## config.mk

```make
export PLATFORM = sky130hd
export DESIGN_NAME = reservation_station_add_flat
export DESIGN_NICKNAME = d
export VERILOG_FILES = /design/src/rtl/reservation_station_add_if.sv /design/src/rtl/reservation_station_add.sv /design/src/flat_wrapper.sv
export SDC_FILE = /design/constraint.sdc
export NUM_CORES = 1
export LEC_CHECK = 0
export BUFFER_PORTS_ARGS = -buffer_cell sky130_fd_sc_hd__buf_4
export CORE_MARGIN = 10
export CORE_UTILIZATION = 56
export CTS_BUF_LIST = sky130_fd_sc_hd__clkbuf_4 sky130_fd_sc_hd__clkbuf_8 sky130_fd_sc_hd__clkbuf_16
export CTS_CLUSTER_DIAMETER = 60
export DETAILED_ROUTE_END_ITERATION = 12
export MAX_ROUTING_LAYER = met4
export PLACE_DENSITY = 0.81
export SLEW_MARGIN = 20
export SYNTH_ARGS = -nofsm -noshare
export SYNTH_HDL_FRONTEND = slang
export SYNTH_SLANG_ARGS = --single-unit
```

## constraint.sdc

```tcl
create_clock -name Clock -period 4 [get_ports Clock]
set_clock_uncertainty 0.15 [all_clocks]
set_input_delay 0.8 -clock Clock [delete_from_list [all_inputs] [get_ports Clock]]
set_output_delay 0.8 -clock Clock [all_outputs]
set_load 0.02 [all_outputs]
```

## src/rtl/reservation_station_add_if.sv

```systemverilog
// Dispatch / CDB / result bus between the issue logic and one ADD/SUB reservation station.
// The master side is dispatch plus the CDB arbiter; the slave side is the station.
interface reservation_station_add_if;
  logic        Enable_VQ;
  logic [2:0]  Opcode;
  logic [15:0] Vj;
  logic [15:0] Vk;
  logic [2:0]  Qj;
  logic [2:0]  Qk;
  logic        CDB_Valid;
  logic [2:0]  CDB_Tag;
  logic [15:0] CDB_Data;
  logic        Result_Grant;
  logic        Ready;
  logic        Busy;
  logic        Result_Valid;
  logic [2:0]  Result_Tag;
  logic [15:0] Result_Data;

  modport master (
    output Enable_VQ, Opcode, Vj, Vk, Qj, Qk,
    output CDB_Valid, CDB_Tag, CDB_Data, Result_Grant,
    input  Ready, Busy, Result_Valid, Result_Tag, Result_Data
  );

  modport slave (
    input  Enable_VQ, Opcode, Vj, Vk, Qj, Qk,
    input  CDB_Valid, CDB_Tag, CDB_Data, Result_Grant,
    output Ready, Busy, Result_Valid, Result_Tag, Result_Data
  );
endinterface

```

## src/rtl/reservation_station_add.sv

```systemverilog
// Single-entry ADD/SUB Tomasulo reservation station.
//
//   state    | meaning
//   ---------+-----------------------------------------------------------
//   IDLE     | free, Ready=1; captures an op when Enable_VQ and Opcode!=0
//   WAIT_OPS | op held, snooping the CDB for the still-pending operand(s)
//   EXEC     | both operands present, counting down EXEC_LATENCY cycles
//   WB       | result on Result_*, held until Result_Grant
module reservation_station_add #(
  parameter logic [2:0]  STATION_TAG  = 3'd1,
  parameter int          EXEC_LATENCY = 2,
  parameter logic [2:0]  NO_TAG       = 3'd0,
  parameter logic [15:0] NO_VALUE     = 16'hFFF0
) (
  input  logic                        Clock,
  input  logic                        Reset,
  reservation_station_add_if.slave    bus
);

  localparam logic [2:0] CNT_LOAD = 3'(EXEC_LATENCY - 1);
  localparam logic [2:0] OP_NOP   = 3'b000;
  localparam logic [2:0] OP_SUB   = 3'b010;

  typedef enum logic [1:0] {
    IDLE     = 2'd0,
    WAIT_OPS = 2'd1,
    EXEC     = 2'd2,
    WB       = 2'd3
  } state_t;

  state_t      state_q, state_d;
  logic        sub_q, sub_d;
  logic [15:0] vj_q, vj_d;
  logic [15:0] vk_q, vk_d;
  logic [2:0]  qj_q, qj_d;
  logic [2:0]  qk_q, qk_d;
  logic [2:0]  cnt_q, cnt_d;
  logic        ready_q, ready_d;
  logic        busy_q, busy_d;
  logic        rvalid_q, rvalid_d;
  logic [2:0]  rtag_q, rtag_d;
  logic [15:0] rdata_q, rdata_d;

  // Next-state and next-output logic for the whole station.
  always_comb begin
    state_d  = state_q;
    sub_d    = sub_q;
    vj_d     = vj_q;
    vk_d     = vk_q;
    qj_d     = qj_q;
    qk_d     = qk_q;
    cnt_d    = cnt_q;
    ready_d  = ready_q;
    busy_d   = busy_q;
    rvalid_d = rvalid_q;
    rtag_d   = rtag_q;
    rdata_d  = rdata_q;

    case (state_q)
      IDLE: begin
        if (bus.Enable_VQ && (bus.Opcode != OP_NOP)) begin
          sub_d   = (bus.Opcode == OP_SUB);
          vj_d    = bus.Vj;
          vk_d    = bus.Vk;
          qj_d    = bus.Qj;
          qk_d    = bus.Qk;
          // A broadcast on the capture edge must not be missed.
          if (bus.CDB_Valid && (bus.Qj != NO_TAG) && (bus.CDB_Tag == bus.Qj)) begin
            vj_d = bus.CDB_Data;
            qj_d = NO_TAG;
          end
          if (bus.CDB_Valid && (bus.Qk != NO_TAG) && (bus.CDB_Tag == bus.Qk)) begin
            vk_d = bus.CDB_Data;
            qk_d = NO_TAG;
          end
          ready_d = 1'b0;
          busy_d  = 1'b1;
          if ((qj_d == NO_TAG) && (qk_d == NO_TAG)) begin
            state_d = EXEC;
            cnt_d   = CNT_LOAD;
          end else begin
            state_d = WAIT_OPS;
          end
        end
      end

      WAIT_OPS: begin
        if (bus.CDB_Valid && (qj_q != NO_TAG) && (bus.CDB_Tag == qj_q)) begin
          vj_d = bus.CDB_Data;
          qj_d = NO_TAG;
        end
        if (bus.CDB_Valid && (qk_q != NO_TAG) && (bus.CDB_Tag == qk_q)) begin
          vk_d = bus.CDB_Data;
          qk_d = NO_TAG;
        end
        if ((qj_d == NO_TAG) && (qk_d == NO_TAG)) begin
          state_d = EXEC;
          cnt_d   = CNT_LOAD;
        end
      end

      EXEC: begin
        if (cnt_q == 3'd0) begin
          state_d  = WB;
          rvalid_d = 1'b1;
          rtag_d   = STATION_TAG;
          rdata_d  = sub_q ? (vj_q - vk_q) : (vj_q + vk_q);
        end else begin
          cnt_d = cnt_q - 3'd1;
        end
      end

      WB: begin
        if (bus.Result_Grant) begin
          state_d  = IDLE;
          ready_d  = 1'b1;
          busy_d   = 1'b0;
          rvalid_d = 1'b0;
          rtag_d   = NO_TAG;
          rdata_d  = NO_VALUE;
          vj_d     = NO_VALUE;
          vk_d     = NO_VALUE;
          qj_d     = NO_TAG;
          qk_d     = NO_TAG;
        end
      end

      default: state_d = IDLE;
    endcase
  end

  // State and output registers; reset aborts any op in flight.
  always_ff @(posedge Clock or posedge Reset) begin
    if (Reset) begin
      state_q  <= IDLE;
      sub_q    <= 1'b0;
      vj_q     <= NO_VALUE;
      vk_q     <= NO_VALUE;
      qj_q     <= NO_TAG;
      qk_q     <= NO_TAG;
      cnt_q    <= 3'd0;
      ready_q  <= 1'b1;
      busy_q   <= 1'b0;
      rvalid_q <= 1'b0;
      rtag_q   <= NO_TAG;
      rdata_q  <= NO_VALUE;
    end else begin
      state_q  <= state_d;
      sub_q    <= sub_d;
      vj_q     <= vj_d;
      vk_q     <= vk_d;
      qj_q     <= qj_d;
      qk_q     <= qk_d;
      cnt_q    <= cnt_d;
      ready_q  <= ready_d;
      busy_q   <= busy_d;
      rvalid_q <= rvalid_d;
      rtag_q   <= rtag_d;
      rdata_q  <= rdata_d;
    end
  end

  assign bus.Ready        = ready_q;
  assign bus.Busy         = busy_q;
  assign bus.Result_Valid = rvalid_q;
  assign bus.Result_Tag   = rtag_q;
  assign bus.Result_Data  = rdata_q;

endmodule

```

## src/flat_wrapper.sv

```systemverilog
// flat-port wrapper written by rule: the top's interface ports become plain ports
module reservation_station_add_flat 
#(
  parameter logic [2:0]  STATION_TAG  = 3'd1,
  parameter int          EXEC_LATENCY = 2,
  parameter logic [2:0]  NO_TAG       = 3'd0,
  parameter logic [15:0] NO_VALUE     = 16'hFFF0
)
  (Clock, Reset, bus_Enable_VQ, bus_Opcode, bus_Vj, bus_Vk, bus_Qj, bus_Qk, bus_CDB_Valid, bus_CDB_Tag, bus_CDB_Data, bus_Result_Grant, bus_Ready, bus_Busy, bus_Result_Valid, bus_Result_Tag, bus_Result_Data);
  reservation_station_add_if bus_i ();
  input  logic Clock;
  input  logic Reset;
  input wire logic [$bits(bus_i.Enable_VQ)-1:0] bus_Enable_VQ;
  input wire logic [$bits(bus_i.Opcode)-1:0] bus_Opcode;
  input wire logic [$bits(bus_i.Vj)-1:0] bus_Vj;
  input wire logic [$bits(bus_i.Vk)-1:0] bus_Vk;
  input wire logic [$bits(bus_i.Qj)-1:0] bus_Qj;
  input wire logic [$bits(bus_i.Qk)-1:0] bus_Qk;
  input wire logic [$bits(bus_i.CDB_Valid)-1:0] bus_CDB_Valid;
  input wire logic [$bits(bus_i.CDB_Tag)-1:0] bus_CDB_Tag;
  input wire logic [$bits(bus_i.CDB_Data)-1:0] bus_CDB_Data;
  input wire logic [$bits(bus_i.Result_Grant)-1:0] bus_Result_Grant;
  output wire logic [$bits(bus_i.Ready)-1:0] bus_Ready;
  output wire logic [$bits(bus_i.Busy)-1:0] bus_Busy;
  output wire logic [$bits(bus_i.Result_Valid)-1:0] bus_Result_Valid;
  output wire logic [$bits(bus_i.Result_Tag)-1:0] bus_Result_Tag;
  output wire logic [$bits(bus_i.Result_Data)-1:0] bus_Result_Data;
  assign bus_i.Enable_VQ = bus_Enable_VQ;
  assign bus_i.Opcode = bus_Opcode;
  assign bus_i.Vj = bus_Vj;
  assign bus_i.Vk = bus_Vk;
  assign bus_i.Qj = bus_Qj;
  assign bus_i.Qk = bus_Qk;
  assign bus_i.CDB_Valid = bus_CDB_Valid;
  assign bus_i.CDB_Tag = bus_CDB_Tag;
  assign bus_i.CDB_Data = bus_CDB_Data;
  assign bus_i.Result_Grant = bus_Result_Grant;
  assign bus_Ready = bus_i.Ready;
  assign bus_Busy = bus_i.Busy;
  assign bus_Result_Valid = bus_i.Result_Valid;
  assign bus_Result_Tag = bus_i.Result_Tag;
  assign bus_Result_Data = bus_i.Result_Data;
  reservation_station_add #(.STATION_TAG(STATION_TAG), .EXEC_LATENCY(EXEC_LATENCY), .NO_TAG(NO_TAG), .NO_VALUE(NO_VALUE)) u_core (.Clock(Clock), .Reset(Reset), .bus(bus_i));
endmodule
```

# ---- After elaboration in Yosys (flattened, before gate mapping)
# Cells that the tools add are included.
dict set report totals {
  elab_cells 113
  out_inout_bits 22
  regBits 66
  inputBits 65
}
dict set report op_classes {
  n_addsub 3
  n_mux 48
  n_reduce_logical 34
  n_eq_ne 16
}
# operator n
set ops {}
lappend ops {{$mux W16} 9}
lappend ops {{$pmux W16 S3} 2}
lappend ops {{$mux W3} 18}
lappend ops {{$pmux W16 S2} 1}
lappend ops {{$pmux W3 S3} 3}
lappend ops {{$reduce_bool A3 Y1} 7}
lappend ops {{$add A16 B16 Y16} 1}
lappend ops {{$sub A16 B16 Y16} 1}
lappend ops {{$logic_not A3 Y1} 5}
lappend ops {{$eq A3 B3 Y1} 4}
lappend ops {{$ne A2 B1 Y1 const B} 6}
lappend ops {{$reduce_and A4 Y1} 3}
lappend ops {{$logic_and A1 B1 Y1} 11}
lappend ops {{$mux W2} 5}
lappend ops {{$reduce_and A3 Y1} 3}
lappend ops {{$pmux W2 S4} 1}
lappend ops {{$pmux W1 S2} 3}
lappend ops {{$pmux W3 S2} 1}
lappend ops {{$mux W1} 5}
lappend ops {{$reduce_and A5 Y1} 1}
lappend ops {{$eq A2 B2 Y1 const B} 2}
lappend ops {{$ne A2 B2 Y1 const B} 2}
lappend ops {{$reduce_bool A2 Y1} 2}
lappend ops {{$eq A3 B2 Y1 const B} 1}
lappend ops {{other kinds (4)} 4}

# ---- Depth between registers and ports, before layout
dict set report depth {
  depth_word 11
  mapped_depth 13
}

# ---- Worst setup path after synthesis
# OpenSTA, ideal clock, no wires.
dict set report synth_timing {
  kind {register -> register}
  startpoint {register u_core.sub_q}
  endpoint {register u_core.rdata_q[12], in the netlist u_core.bus.Result_Data[12]}
  arrival_ps 2844
  path_buffers 2
  setup_ps 89
  synth_period_minus_slack_ps 3084
  required_ps 3761
  path_stages_with_launch 12
  slack_ps 916
  path_cell_list {dfrtp_1 > clkbuf_1 > clkbuf_1 > nor2_1 > xnor2_1 > ha_1 > nor2b_1 > o31a_1 > or4_1 > a31o_2 > o311a_1 > a211oi_1}
}
dict set report synth_between {
  elab_chain_len 3
}
# element line_no
set synth_rtl {}
lappend synth_rtl {{start, declared} reservation_station_add.sv:32} ;# logic sub_q, sub_d;
lappend synth_rtl {{start signal, assigned} reservation_station_add.sv:149} ;# sub_q <= sub_d;
lappend synth_rtl {{$mux W16} reservation_station_add.sv:107} ;# rdata_d = sub_q ? (vj_q - vk_q) : (vj_q + vk_q);
lappend synth_rtl {{$mux W16} reservation_station_add.sv:103} ;# if (cnt_q == 3'd0) begin
lappend synth_rtl {{$pmux W16 S2} reservation_station_add.sv:59} ;# case (state_q)
lappend synth_rtl {{end signal, assigned} reservation_station_add.sv:159} ;# rdata_q <= rdata_d;
lappend synth_rtl {{end, declared} reservation_station_add.sv:42} ;# logic [15:0] rdata_q, rdata_d;
# Every way passes these cells. The select of a mux whose other input is x is not followed.
# A chain may end at the register's enable or synchronous reset.

# ---- Worst setup path after layout
# Ends and elaborated chain as after synthesis.

==> results_dict.tcl <==
set metrics [dict create \
    yosysSeqAreaShare_pct 35.7 \
    layout_commonest_cell "buf_4" \
    post-cts-setup-buffers 0 \
    synth_area_sq_mm 0.00455 \
    worstSkewPairLatency_ns 0.34 \
    gr-usage-all-layers_pct 19.4 \
    final_cell_mix "92 x buf_4, 63 x nor2_1, 56 x a21oi_1" \
    routed_wl_mm 11.5 \
    cts_hold_buf 0 \
    setup_viol 0 \
    cp.required_ns 4.09 \
    path_class "register to register" \
    grt_pass1_wl_mm 18.4 \
    setup_tns_ns 0 \
    cts_sinks 63 \
    via_per_inst 5.81 \
    power_density_mw_per_mm2 995 \
    setup_ws_ns 0.742 \
    drcViolationCount 0 \
    stdcell_area_sq_mm 0.00543 \
    end_kind "register" \
    diodes 0 \
    hold_class "register to register" \
    die_height_um 110 \
    dpl_worst_slack_ns 0.749 \
    maxSlewViolCount 0 \
    die_area_sq_mm 0.0121 \
    cp.arrival_ns 3.35 \
    synth_cell_types 61 \
    cts_tree "done" \
    synth.largest_area_cell "dfstp_2" \
    io_buffers 84 \
    cts-buffers-inserted 9 \
    drt_iter0_drc 200 \
    wire_per_inst_um 16.2 \
    syn_avg_cell_area_sq_um 8.65 \
    fin_crit_ns 3.26 \
    synth_edf_count 0 \
    grt_max_degree 40 \
    placed_area_sq_mm 0.00523 \
    place_hpwl_mm 9.08 \
    initial_core_util_pct 58.3 \
    ff2ff_setup_slack_ns 0.74 \
    tightest_slew_ns 0.929 \
    cts_resized 0 \
    ys.flop_type "dfstp_2" \
    rsz0062_at_grt "false" \
    synth.area.top_cells "dfstp_2 21%, dfrtp_1 14%, ha_1 6.3%, a21oi_1 6.2%, xnor2_1 5.6%" \
    area_growth_pct 19.3 \
    netlist.area_leader.share_pct 21.4 \
    post-route-period-util_pct 81.5 \
    nNetsFinal 691 \
    yosysWarnings 0 \
    status "complete, no violations" \
    drive_above_1_share_pct 27.7 \
    slew_headroom_pct 38.0 \
    ir_worst_vdd_uv 363 \
    n_fill_cell 639 \
    netlist_instances 526 \
    first_pass_iters 6 \
    leakage_nw 2.38 \
    synth-seq-cells 63 \
    finalWeightedCongestion 0.909 \
    synthArstFlopShare_pct 100 \
    critPathMaxFanout 16 \
    core_sq_mm 0.00781 \
    finalHoldViolCount 0 \
    power_mw 5.40 \
    ios 87 \
    htree_levels 3 \
    max_freq_mhz 307 \
    antenna_found_initial 0 \
    start_kind "register" \
    clk_pin_slew_worst_paths_ns 0.08 \
    vias 4117 \
    drv_cap 0 \
    clock_path_buffers 2 \
    ant_nets 0 \
    globalRouteOverflowTotal 0 \
    std_cell_rows 32 \
    cts_root_buf "clkbuf_8" \
    fp.dieW_um 110 \
    grt_pass1_vias 3843 \
]
-- kinds of logic (layout without fill, tap and decap cells) --
| logic type | after synthesis | count (layout) | share of synthesized area [%] |
|---|---|---|---|
| simple gates | 178 | 178 | 20.1 |
| compound gates | 171 | 171 | 24.5 |
| flops | 63 | 63 | 35.7 |
| buf+inv | 51 | 131 | 5.23 |
| xor+xnor | 31 | 31 | 5.97 |
| fa+ha+maj | 24 | 24 | 6.77 |
| mux | 7 | 7 | 1.68 |
| other cells | 1 | 2 | 0.0825 |
-- report_power, final --
| part | switching, mW | leakage, nW | internal, mW | total, mW |
|---|---|---|---|---|
| clock | 0.262 | 0.0972 | 0.282 | 0.544 |
| combinational | 2.05 | 1.57 | 1.49 | 3.54 |
| sequential | 0.272 | 0.708 | 1.04 | 1.32 |
-- flip-flops by register name (all words and copies together) (netlist names) --
| name | cells |
|---|---|
| u_core.bus.Busy | 1 |
| u_core.bus.Ready | 1 |
| u_core.bus.Result_Data | 16 |
| u_core.bus.Result_Tag | 1 |
| u_core.cnt_q | 3 |
| u_core.qj_q | 3 |
| u_core.qk_q | 3 |
| u_core.state_q | 2 |
| u_core.sub_q | 1 |
| u_core.vj_q | 16 |
| u_core.vk_q | 16 |
-- cells in the mapped netlist (3+ instances only) --
cell       number
a21oi_1        56
buf_4           6
nand3_1         4
a21oi_2         3
mux2_2          5
dfrtp_1        26
a211oi_1       26
nand2b_1        7
or3_1           4
and2_1          4
nor3_1          7
o21ai_0        31
nor2_1         63
a2bb2oi_1       8
buf_2           7
dfstp_2        37
nand2_1        27
or4_1           3
a22oi_1         8
xnor2_1        29
nand3b_1        3
ha_1           23
nor2b_1        26
inv_1          23
clkbuf_1       13
a31oi_1         9
and3_1          8
a21o_1          9
nor4_1          5
or2_2           5
-- critical path: stages (launching register included) --
cell	delay [ns]
dfrtp_1	0.67
nor2_1	0.12
xnor2_1	0.15
ha_1	0.33
nor2b_1	0.16
o31a_1	0.28
or4_1	0.44
a31o_2	0.30
o311a_1	0.31
a211oi_1	0.24
-- worst paths after layout --
path,from,endpoint,cells past startpoint
max,u_core.sub_q,u_core.bus.Result_Data[12],9
min reg2reg,u_core.bus.Result_Data[3],u_core.bus.Result_Data[3],1
max in group asynchronous,Reset,u_core.vk_q[15],3
max reg2reg,u_core.sub_q,u_core.bus.Result_Data[12],9
min,u_core.bus.Result_Data[3],u_core.bus.Result_Data[3],1
min in group asynchronous,Reset,u_core.state_q[0],2
-- cell type report --
class                           instances  area [sq um]  area share [%]
Sequential cell                        63          1620            29.9
Timing Repair Buffer                   92           691            12.7
Clock inverter                          5          38.8           0.715
Clock buffer                           11           163            3.00
Multi-Input combinational cell        413          2700            49.7
Tap cell                              102           128            2.35
Inverter                               23          86.3            1.59
-- per-stage QoR --
stage / hold WS [ns] / util [%] / instances
CTS: 0.333 / 69.5 / 709
global route: 0.355 / 69.5 / 709
finish: 0.329 / 69.5 / 709
floorplan: 0.334 / - / 527
global placement: 0.314 / 66.9 / 693
detailed placement: 0.318 / 66.9 / 693
-- metal layers --
layer,up-vias,wire length [um],GRT usage [%]
met5,-,0,-
met4,0,111,5.14
met3,12,792,4.53
met2,145,5300,28.9
met1,1927,5280,26.0
li1,2033,-,-
No activity file was read; power rests on OpenSTA's default activity.
